==> config.mk <==
export PLATFORM = sky130hd
export DESIGN_NAME = ilog2_arbiter_flat
export DESIGN_NICKNAME = d
export VERILOG_FILES = /design/src/rtl/ilog2_arbiter_if.sv /design/src/rtl/ilog2_arbiter.sv /design/src/flat_wrapper.sv
export SDC_FILE = /design/constraint.sdc
export NUM_CORES = 1
export LEC_CHECK = 0
export BUFFER_PORTS_ARGS = -buffer_cell sky130_fd_sc_hd__buf_4
export CORE_MARGIN = 2
export CORE_UTILIZATION = 35
export DETAILED_ROUTE_END_ITERATION = 8
export PLACE_DENSITY = 0.7
export SKIP_LAST_GASP = 1
export SYNTH_ARGS = -nofsm -noshare
export SYNTH_HDL_FRONTEND = slang
export SYNTH_SLANG_ARGS = --single-unit
==> constraint.sdc <==
create_clock -name clk -period 2.1 [get_ports clk]
set_input_delay 0.105 -clock clk [delete_from_list [all_inputs] [get_ports clk]]
set_output_delay 0.105 -clock clk [all_outputs]
set_load 0.05 [all_outputs]
==> src/rtl/ilog2_arbiter_if.sv <==
// Bus bundle between the requesters/ilog2 pipeline (master side) and ilog2_arbiter (slave side).
interface ilog2_arbiter_if #(
    parameter int NREQ = 4
);
    logic                 en;
    logic [NREQ-1:0]      req_valid;
    logic [32*NREQ-1:0]   req_v;
    logic [NREQ-1:0]      req_ready;
    logic                 pipe_issue;
    logic [31:0]          pipe_v;
    logic [4:0]           pipe_log2;
    logic [NREQ-1:0]      rsp_valid;
    logic [4:0]           rsp_log2;
    logic                 rsp_zero;
    logic [3:0]           inflight;
    logic                 idle;

    modport master (
        output en, req_valid, req_v, pipe_log2,
        input  req_ready, pipe_issue, pipe_v, rsp_valid, rsp_log2, rsp_zero, inflight, idle
    );

    modport slave (
        input  en, req_valid, req_v, pipe_log2,
        output req_ready, pipe_issue, pipe_v, rsp_valid, rsp_log2, rsp_zero, inflight, idle
    );
endinterface

==> src/rtl/ilog2_arbiter.sv <==
// Shares one fixed-latency ilog2 pipeline among NREQ requesters, routing results back by tag.
// ILOG2_ARB_RR_EN selects round-robin arbitration; otherwise lowest index wins.
module ilog2_arbiter #(
    parameter int NREQ = 4,
    parameter int LAT  = 5
) (
    input  logic           clk,
    input  logic           reset,
    ilog2_arbiter_if.slave bus
);
    localparam int IDW = (NREQ > 1) ? $clog2(NREQ) : 1;

    typedef struct packed {
        logic           valid;
        logic [IDW-1:0] id;
        logic           zero;
    } tag_t;

    logic [IDW-1:0]  grant_id;
    logic            grant_any;
    logic [NREQ-1:0] grant;
    logic            transfer;
    logic [31:0]     grant_v;
    logic [NREQ-1:0] rsp_onehot;
    tag_t            tag_q [0:LAT];

`ifdef ILOG2_ARB_RR_EN
    logic [IDW-1:0] ptr_q;

    always_comb begin
        int             idx;
        logic [IDW-1:0] idx_l;
        grant_any = 1'b0;
        grant_id  = '0;
        idx       = 0;
        idx_l     = '0;
        for (int k = 0; k < NREQ; k++) begin
            idx = int'(ptr_q) + k;
            if (idx >= NREQ) idx = idx - NREQ;
            idx_l = IDW'(idx);
            if (!grant_any && bus.req_valid[idx_l]) begin
                grant_any = 1'b1;
                grant_id  = idx_l;
            end
        end
    end

    always_ff @(posedge clk or posedge reset) begin
        if (reset) begin
            ptr_q <= '0;
        end else if (transfer) begin
            ptr_q <= (grant_id == IDW'(NREQ - 1)) ? '0 : grant_id + IDW'(1);
        end
    end
`else
    // Scanning downward leaves the lowest asserted index as the winner.
    always_comb begin
        grant_any = 1'b0;
        grant_id  = '0;
        for (int k = NREQ - 1; k >= 0; k--) begin
            if (bus.req_valid[IDW'(k)]) begin
                grant_any = 1'b1;
                grant_id  = IDW'(k);
            end
        end
    end
`endif

    always_comb begin
        grant = '0;
        if (grant_any && bus.en && !reset) grant[grant_id] = 1'b1;
    end

    assign bus.req_ready = grant;
    assign transfer      = |grant;

    always_comb begin
        grant_v = '0;
        for (int k = 0; k < NREQ; k++) begin
            if (grant_id == IDW'(k)) grant_v = bus.req_v[32*k +: 32];
        end
    end

    always_ff @(posedge clk or posedge reset) begin
        if (reset) begin
            bus.pipe_issue <= 1'b0;
            bus.pipe_v     <= '0;
        end else begin
            bus.pipe_issue <= transfer;
            if (transfer) bus.pipe_v <= grant_v;
        end
    end

    // tag_q[LAT] lines up with the cycle in which pipe_log2 carries its result.
    always_ff @(posedge clk or posedge reset) begin
        if (reset) begin
            for (int i = 0; i <= LAT; i++) tag_q[i] <= '0;
        end else begin
            tag_q[0] <= '{valid: transfer, id: grant_id, zero: (grant_v == 32'd0)};
            for (int i = 1; i <= LAT; i++) tag_q[i] <= tag_q[i-1];
        end
    end

    always_comb begin
        rsp_onehot = '0;
        rsp_onehot[tag_q[LAT].id] = tag_q[LAT].valid;
    end

    always_ff @(posedge clk or posedge reset) begin
        if (reset) begin
            bus.rsp_valid <= '0;
            bus.rsp_log2  <= '0;
            bus.rsp_zero  <= 1'b0;
        end else begin
            bus.rsp_valid <= rsp_onehot;
            if (tag_q[LAT].valid) begin
                bus.rsp_log2 <= tag_q[LAT].zero ? 5'd0 : bus.pipe_log2;
                bus.rsp_zero <= tag_q[LAT].zero;
            end
        end
    end

    always_ff @(posedge clk or posedge reset) begin
        if (reset) begin
            bus.inflight <= '0;
        end else begin
            unique case ({transfer, |bus.rsp_valid})
                2'b10:   bus.inflight <= bus.inflight + 4'd1;
                2'b01:   bus.inflight <= bus.inflight - 4'd1;
                default: bus.inflight <= bus.inflight;
            endcase
        end
    end

    assign bus.idle = (bus.inflight == 4'd0);
endmodule

==> src/flat_wrapper.sv <==
// flat-port wrapper written by rule: the top's interface ports become plain ports
module ilog2_arbiter_flat 
#(
    parameter int NREQ = 4,
    parameter int LAT  = 5
)
  (clk, reset, bus_en, bus_req_valid, bus_req_v, bus_pipe_log2, bus_req_ready, bus_pipe_issue, bus_pipe_v, bus_rsp_valid, bus_rsp_log2, bus_rsp_zero, bus_inflight, bus_idle);
  ilog2_arbiter_if #(.NREQ(NREQ)) bus_i ();
  input  logic clk;
  input  logic reset;
  input wire logic [$bits(bus_i.en)-1:0] bus_en;
  input wire logic [$bits(bus_i.req_valid)-1:0] bus_req_valid;
  input wire logic [$bits(bus_i.req_v)-1:0] bus_req_v;
  input wire logic [$bits(bus_i.pipe_log2)-1:0] bus_pipe_log2;
  output wire logic [$bits(bus_i.req_ready)-1:0] bus_req_ready;
  output wire logic [$bits(bus_i.pipe_issue)-1:0] bus_pipe_issue;
  output wire logic [$bits(bus_i.pipe_v)-1:0] bus_pipe_v;
  output wire logic [$bits(bus_i.rsp_valid)-1:0] bus_rsp_valid;
  output wire logic [$bits(bus_i.rsp_log2)-1:0] bus_rsp_log2;
  output wire logic [$bits(bus_i.rsp_zero)-1:0] bus_rsp_zero;
  output wire logic [$bits(bus_i.inflight)-1:0] bus_inflight;
  output wire logic [$bits(bus_i.idle)-1:0] bus_idle;
  assign bus_i.en = bus_en;
  assign bus_i.req_valid = bus_req_valid;
  assign bus_i.req_v = bus_req_v;
  assign bus_i.pipe_log2 = bus_pipe_log2;
  assign bus_req_ready = bus_i.req_ready;
  assign bus_pipe_issue = bus_i.pipe_issue;
  assign bus_pipe_v = bus_i.pipe_v;
  assign bus_rsp_valid = bus_i.rsp_valid;
  assign bus_rsp_log2 = bus_i.rsp_log2;
  assign bus_rsp_zero = bus_i.rsp_zero;
  assign bus_inflight = bus_i.inflight;
  assign bus_idle = bus_i.idle;
  ilog2_arbiter #(.NREQ(NREQ), .LAT(LAT)) u_core (.clk(clk), .reset(reset), .bus(bus_i));
endmodule
==> flow_summary.ini, run 1 <==
[outcome]
status = completed

[timing]
slew_headroom = 0.596
hold_viol_final = 0
worstMarginPinSlew_ps = 606
setup_tns_ps = 0
setup-violations-final = 0
period_needed_ps = 1960
grt_setup_unrepaired = no
fin_skew_ps = 5.54
slew_violations = 0
fin_crit_sh = 0.935
fmax_mhz = 509

[setup_path]
slowest_stage = dlygate4sd3_1
worstSetupEndpointType = flop
r2r-end = u_core.bus.inflight[3]$_DFFE_PP0P_
r2r_start = u_core.bus.rsp_valid[1]$_DFF_PP0_
crit_chain = dlygate4sd3_1, buf_4, nor2b_4, inv_1, ha_2, ha_1, a21oi_1, o21ai_0, nand2_1, o211ai_1
path_class = in2reg
crit_family = buffers and inverters
cp_max_fo = 7
crit_path_end = u_core.bus.inflight[3]$_DFFE_PP0P_
critical_path_buf_inv_count = 3
cp_slowest_stage_delay_ps = 540
worst-path-stages = 10
start_kind = primary input
cp-startpoint = reset
reg2reg_slack_ps = 190
r2r_cells = 7
critical_path_arrival_ps = 2160
critPathRequiredTime_ps = 2300

[logic_synthesis]
synth_edf_count = 0
syn_area_per_cell_um2 = 10.7
ys_types = 32
synth_seq_cells = 62
syn_area_um2 = 2710
yosysWarnings = 0
syn_inst = 253
ys.flop_type = dfrtp_1
async_flop_share = 1.00
yosysSeqAreaShare = 0.573

[finish]
layout_commonest_cell = buf_4
num_antenna_cells = 0
multi_input_area_um2 = 1050
nFillCells = 712
layout-drive-gt1-share = 0.381
area_growth_pct = 46.9
nNetsFinal = 522
layout_common_cells = 122 x buf_4, 62 x dfrtp_1, 36 x nor2_1
seqCellArea_um2 = 1550
fin_area_um2 = 3980

[routing]
totalWireLength_um = 7260
wl_per_cell_um = 15.0
vias = 2353
first_pass_iters = 4
drc_errors = 0
drt_iter0_markers = 74
routed_via_density = 4.87
antenna_left = 0

[floorplanning]
die_area_um2 = 8460
num_rows = 32
ioPinCount = 192
core_um2 = 7610
start_util = 0.356
die_w_um = 92.0
die_y_um = 92.0

[clock_tree]
clk_pin_slew_ps = 70
cts.sinks = 62
root_buffer = clkbuf_8
htreeDepth = 3
cts_tree = built
cts.path.max_buffers = 2
clk_latency_ps = 330
numCtsBuffers = 9

[global_routing]
grt_overflow = 0
grt_pass1_wl_um = 11700
track_usage = 0.178
grt_pass1_vias = 2452
antenna_found_initial = 0
grt_max_degree = 66

[power]
power.internal_w = 0.00248
p_sw_frac = 0.366
switchingPower_w = 0.00143
peakVddDrop_mv = 0.416
pwr-share-comb = 0.338
seqPwrFrac = 0.375
power.density_nw_per_um2 = 983
p_leak_nw = 1.94
clock_power_share = 0.287

[placed_design]
dpl_cell_area_um2 = 3710
hpwl_um = 5440
io_buffers = 120
gp_congestion = 0.821

[run]
cap_violations = 0

[worst_hold_path]
hp-class = in2reg
[power groups by stage]
stage / sequential [W] / clock, W / combinational, W
after floorplan: 0.00196 / 0 / 0.000377
after global placement: 0.00148 / 0 / 0.00130
after detailed placement: 0.00149 / 0 / 0.00132
after CTS: 0.00147 / 0.00116 / 0.00133
after global routing: 0.00149 / 0.00122 / 0.00141
final: 0.00147 / 0.00112 / 0.00132
[what timing repair did]
action	in CTS	in global routing
setup endpoints to repair	0	1
setup buffers	0	0
hold buffers	5	0
hold endpoints to repair	66	0
resized for setup	0	2
[cells in the mapped netlist, types with 2 or more instances]
master / n / share of area
o22ai_1: 2 / 0.0046
nor2_1: 36 / 0.050
nor2b_1: 3 / 0.0069
nor4_1: 13 / 0.030
clkbuf_1: 4 / 0.0055
buf_1: 4 / 0.0055
a21oi_1: 34 / 0.063
buf_2: 4 / 0.0074
or3_1: 2 / 0.0046
inv_1: 12 / 0.017
nor3_1: 3 / 0.0055
ha_1: 3 / 0.014
dfrtp_1: 62 / 0.57
o211ai_1: 2 / 0.0055
or4_1: 3 / 0.0083
buf_4: 5 / 0.014
nand4_1: 2 / 0.0046
o21ai_0: 6 / 0.011
mux2i_1: 33 / 0.12
nand2_1: 8 / 0.011
[how the worst min path moves through the flow]
stage	depth (start not counted)	end	from	slack, ps
after floorplan	2	u_core.bus.rsp_log2[0]$_DFFE_PP0P_	bus_pipe_log2[0]	220
after global placement	3	u_core.bus.pipe_v[3]$_DFFE_PP0N_	reset	220
after detailed placement	3	u_core.bus.pipe_v[4]$_DFFE_PP0N_	reset	230
after CTS	3	u_core.bus.rsp_log2[3]$_DFFE_PP0P_	bus_pipe_log2[3]	20
after global routing	3	u_core.bus.rsp_log2[3]$_DFFE_PP0P_	bus_pipe_log2[3]	40
final	3	u_core.bus.rsp_log2[3]$_DFFE_PP0P_	bus_pipe_log2[3]	40
[state kept, by name, indices dropped and copies added (netlist names)]
| name | count |
|---|---|
| u_core.bus.inflight | 4 |
| u_core.tag_q | 17 |
| u_core.bus.pipe_issue | 1 |
| u_core.bus.rsp_zero | 1 |
| u_core.bus.rsp_valid | 2 |
| u_core.bus.pipe_v | 32 |
| u_core.bus.rsp_log2 | 5 |
[routing by layer]
metal	part of all wire	track usage	vias up
li1	-	-	1118
met1	0.40	0.206	1124
met2	0.51	0.300	102
met3	0.084	0.0633	9
met4	0.011	0.0734	0
met5	0	0	-
[per-stage QoR]
step	hold WS, ps	total power (W)	setup slack [ps]	utilization	std cells
after floorplan	222	0.00234	35.0	-	256
after detailed placement	225	0.00281	110	0.488	464
after CTS	15.8	0.00396	78.4	0.522	483
after global placement	220	0.00278	225	0.488	464
after global routing	35.5	0.00413	0.374	0.523	483
final	35.3	0.00391	136	0.523	483
[worst register-to-register path, delay by kind of cell (launching register included)]
family                   cells  cell delay, ps
AO/OA/AOI/OAI                3             510
adder cells (fa/ha/maj)      2             510
flip-flops                   1             370
AND/OR/NAND/NOR              2             400
[area by class of cell]
cell class                 instances  share of cell area
tap                              102              0.0321
clock buffer                      10              0.0346
multi-input combinational        164               0.265
timing repair buffer             128               0.248
clock inverter                     4              0.0182
sequential                        62               0.390
inverter                          13              0.0123
[cells by family (layout without fill, tap and decap cells)]
logic type | after synthesis | count (layout) | synth area share
and+or+nand+nor | 74 | 74 | 0.131
DFF | 62 | 62 | 0.573
AOI/OAI and AO/OA | 46 | 46 | 0.0905
muxes | 34 | 34 | 0.126
buffers and inverters | 30 | 155 | 0.0503
adders and majority gates | 4 | 4 | 0.0212
xor gates and xnor gates | 2 | 2 | 0.00647
other | 1 | 4 | 0.00138
No activity file was read; power rests on OpenSTA's default activity.
==> run 2, diff against run 1 <==
- SETUP_SLACK_MARGIN: default -> 0.4
==> flow_summary.ini, run 2 (synthesized netlist as in run 1, its figures left out) <==
[global_routing]
grt_pass1_wl_um = 12000
antenna_found_initial = 0
grt_pass1_vias = 2565
track_usage = 0.181
grt_max_degree = 66
grt_overflow = 0

[setup_path]
start_kind = flop
critical_path_buf_inv_count = 1
critical_path_arrival_ps = 1920
crit_top_cell = ha_4
r2r_start = u_core.bus.rsp_valid[0]$_DFF_PP0_
path_class = reg2reg
worstSetupEndpointType = flop
cp-startpoint = u_core.bus.rsp_valid[0]$_DFF_PP0_
crit_family = simple AND/OR/NAND/NOR gates
worst-path-stages = 7
r2r-end = u_core.bus.inflight[3]$_DFFE_PP0P_
crit_chain = or2_4, ha_4, ha_4, inv_4, nor4_4, nand4b_1, o211ai_1
critPathRequiredTime_ps = 2300
r2r_cells = 7
cp_max_fo = 3
cp_slowest_stage_delay_ps = 400
slowest_stage = dfrtp_2
crit_path_end = u_core.bus.inflight[3]$_DFFE_PP0P_
reg2reg_slack_ps = 380

[finish]
num_antenna_cells = 0
multi_input_area_um2 = 1110
largest_reg_flops = 32
layout_common_cells = 127 x buf_4, 60 x dfrtp_1, 36 x nor2_1
fin_util = 0.539
nFillCells = 720
seqCellArea_um2 = 1550
area_growth_pct = 51.3
nNetsFinal = 528
layout-drive-gt1-share = 0.411
top_register = u_core.bus.pipe_v
layout_commonest_cell = buf_4
top_regs = u_core.bus.pipe_v (32), u_core.tag_q (17), u_core.bus.rsp_log2 (5)

[worst_hold_path]
hp-class = in2reg

[clock_tree]
clk_pin_slew_ps = 60
clk_latency_ps = 330
htreeDepth = 3
numCtsBuffers = 9
root_buffer = clkbuf_8
cts.sinks = 62
cts_tree = built
cts.path.max_buffers = 2

[power]
p_leak_nw = 1.98
power.density_nw_per_um2 = 991
peakVddDrop_mv = 0.492
total_power_w = 0.00406

[floorplanning]
die_area_um2 = 8460
num_rows = 32
die_w_um = 92.0
start_util = 0.356
die_y_um = 92.0
core_um2 = 7610
ioPinCount = 192

[timing]
slew_headroom = 0.582
slew_violations = 0
worstMarginPinSlew_ps = 627
setup_tns_ps = 0
period_needed_ps = 1720
hold_viol_final = 0
setup-violations-final = 0
fin_crit_sh = 0.820
fin_skew_ps = 7.34
grt_setup_unrepaired = yes
fmax_mhz = 581
whs_ps = 39.7

[routing]
routed_via_density = 4.78
drt_iter0_markers = 86
vias = 2346
first_pass_iters = 4
drc_errors = 0
wl_per_cell_um = 14.8
antenna_left = 0
totalWireLength_um = 7290

[placed_design]
io_buffers = 120
gp_congestion = 0.780
hpwl_um = 5450

[run]
cap_violations = 0

[outcome]
status = completed
## run 2: changes by cell type in the layout (fill, tap and decap cells not counted), moves of 2 or more
cell	change
ha_1	-2
dfrtp_1	-2
ha_4	+3
clkbuf_8	+3
dfrtp_2	+2
o21ai_0	-2
buf_4	+5
o21ai_1	+2
inv_1	-2
## run 2: layout make-up
cell class | count | area share
Multi-Input combinational cell | 164 | 0.271
Tap cell | 102 | 0.0311
Inverter | 13 | 0.0125
Clock inverter | 3 | 0.00977
Clock buffer | 13 | 0.0437
Timing Repair Buffer | 134 | 0.252
Sequential cell | 62 | 0.379
## run 2: worst register-to-register path: stages, from the launching register on
cell and delay [ps]:
dfrtp_2 400, or2_4 260, ha_4 190, ha_4 280, inv_4 40, nor4_4 200
nand4b_1 140, o211ai_1 90
## run 2: repair_timing
item | in CTS | in global routing
endpoints found under the hold margin | 66 | 0
cloned | 0 | 0
buffers inserted | 4 | 2
pin swaps | 4 | 8
gates resized for setup | 0 | 9
setup endpoints to repair | 1 | 3
hold buffers | 5 | 0
## run 2: per-layer routing
metal	GRT usage	vias up	wire length (um)	part of all wire
met5	0	-	0	0
met4	0.0510	0	60	0.0082
met3	0.0764	7	717	0.098
met2	0.314	105	3600	0.49
met1	0.205	1096	2910	0.40
li1	-	1138	-	-
## run 2: through the flow
stage / setup slack [ps] / std cells / instance area, um2
6_report: 379 / 491 / 4100
5_1_grt: 312 / 491 / 4100
4_1_cts: 361 / 489 / 4040
3_5_place_dp: 371 / 464 / 3740
3_3_place_gp: 427 / 464 / 3740
2_1_floorplan: 305 / 256 / 2770
## run 2: power by group
| group | internal, W | leakage, nW | switching [W] |
|---|---|---|---|
| clock | 0.000674 | 0.115 | 0.000449 |
| sequential | 0.00135 | 0.730 | 0.000133 |
| combinational | 0.000537 | 1.13 | 0.000922 |
| total | 0.00256 | 1.98 | 0.00150 |
## run 2: how the worst min path moves through the flow
stage,start,endpoint,depth (start not counted)
6_report,bus_pipe_log2[3],u_core.bus.rsp_log2[3]$_DFFE_PP0P_,3
5_1_grt,bus_pipe_log2[3],u_core.bus.rsp_log2[3]$_DFFE_PP0P_,3
4_1_cts,bus_pipe_log2[3],u_core.bus.rsp_log2[3]$_DFFE_PP0P_,3
3_5_place_dp,reset,u_core.bus.pipe_v[3]$_DFFE_PP0N_,3
3_3_place_gp,reset,u_core.bus.pipe_v[3]$_DFFE_PP0N_,3
2_1_floorplan,bus_pipe_log2[0],u_core.bus.rsp_log2[0]$_DFFE_PP0P_,2
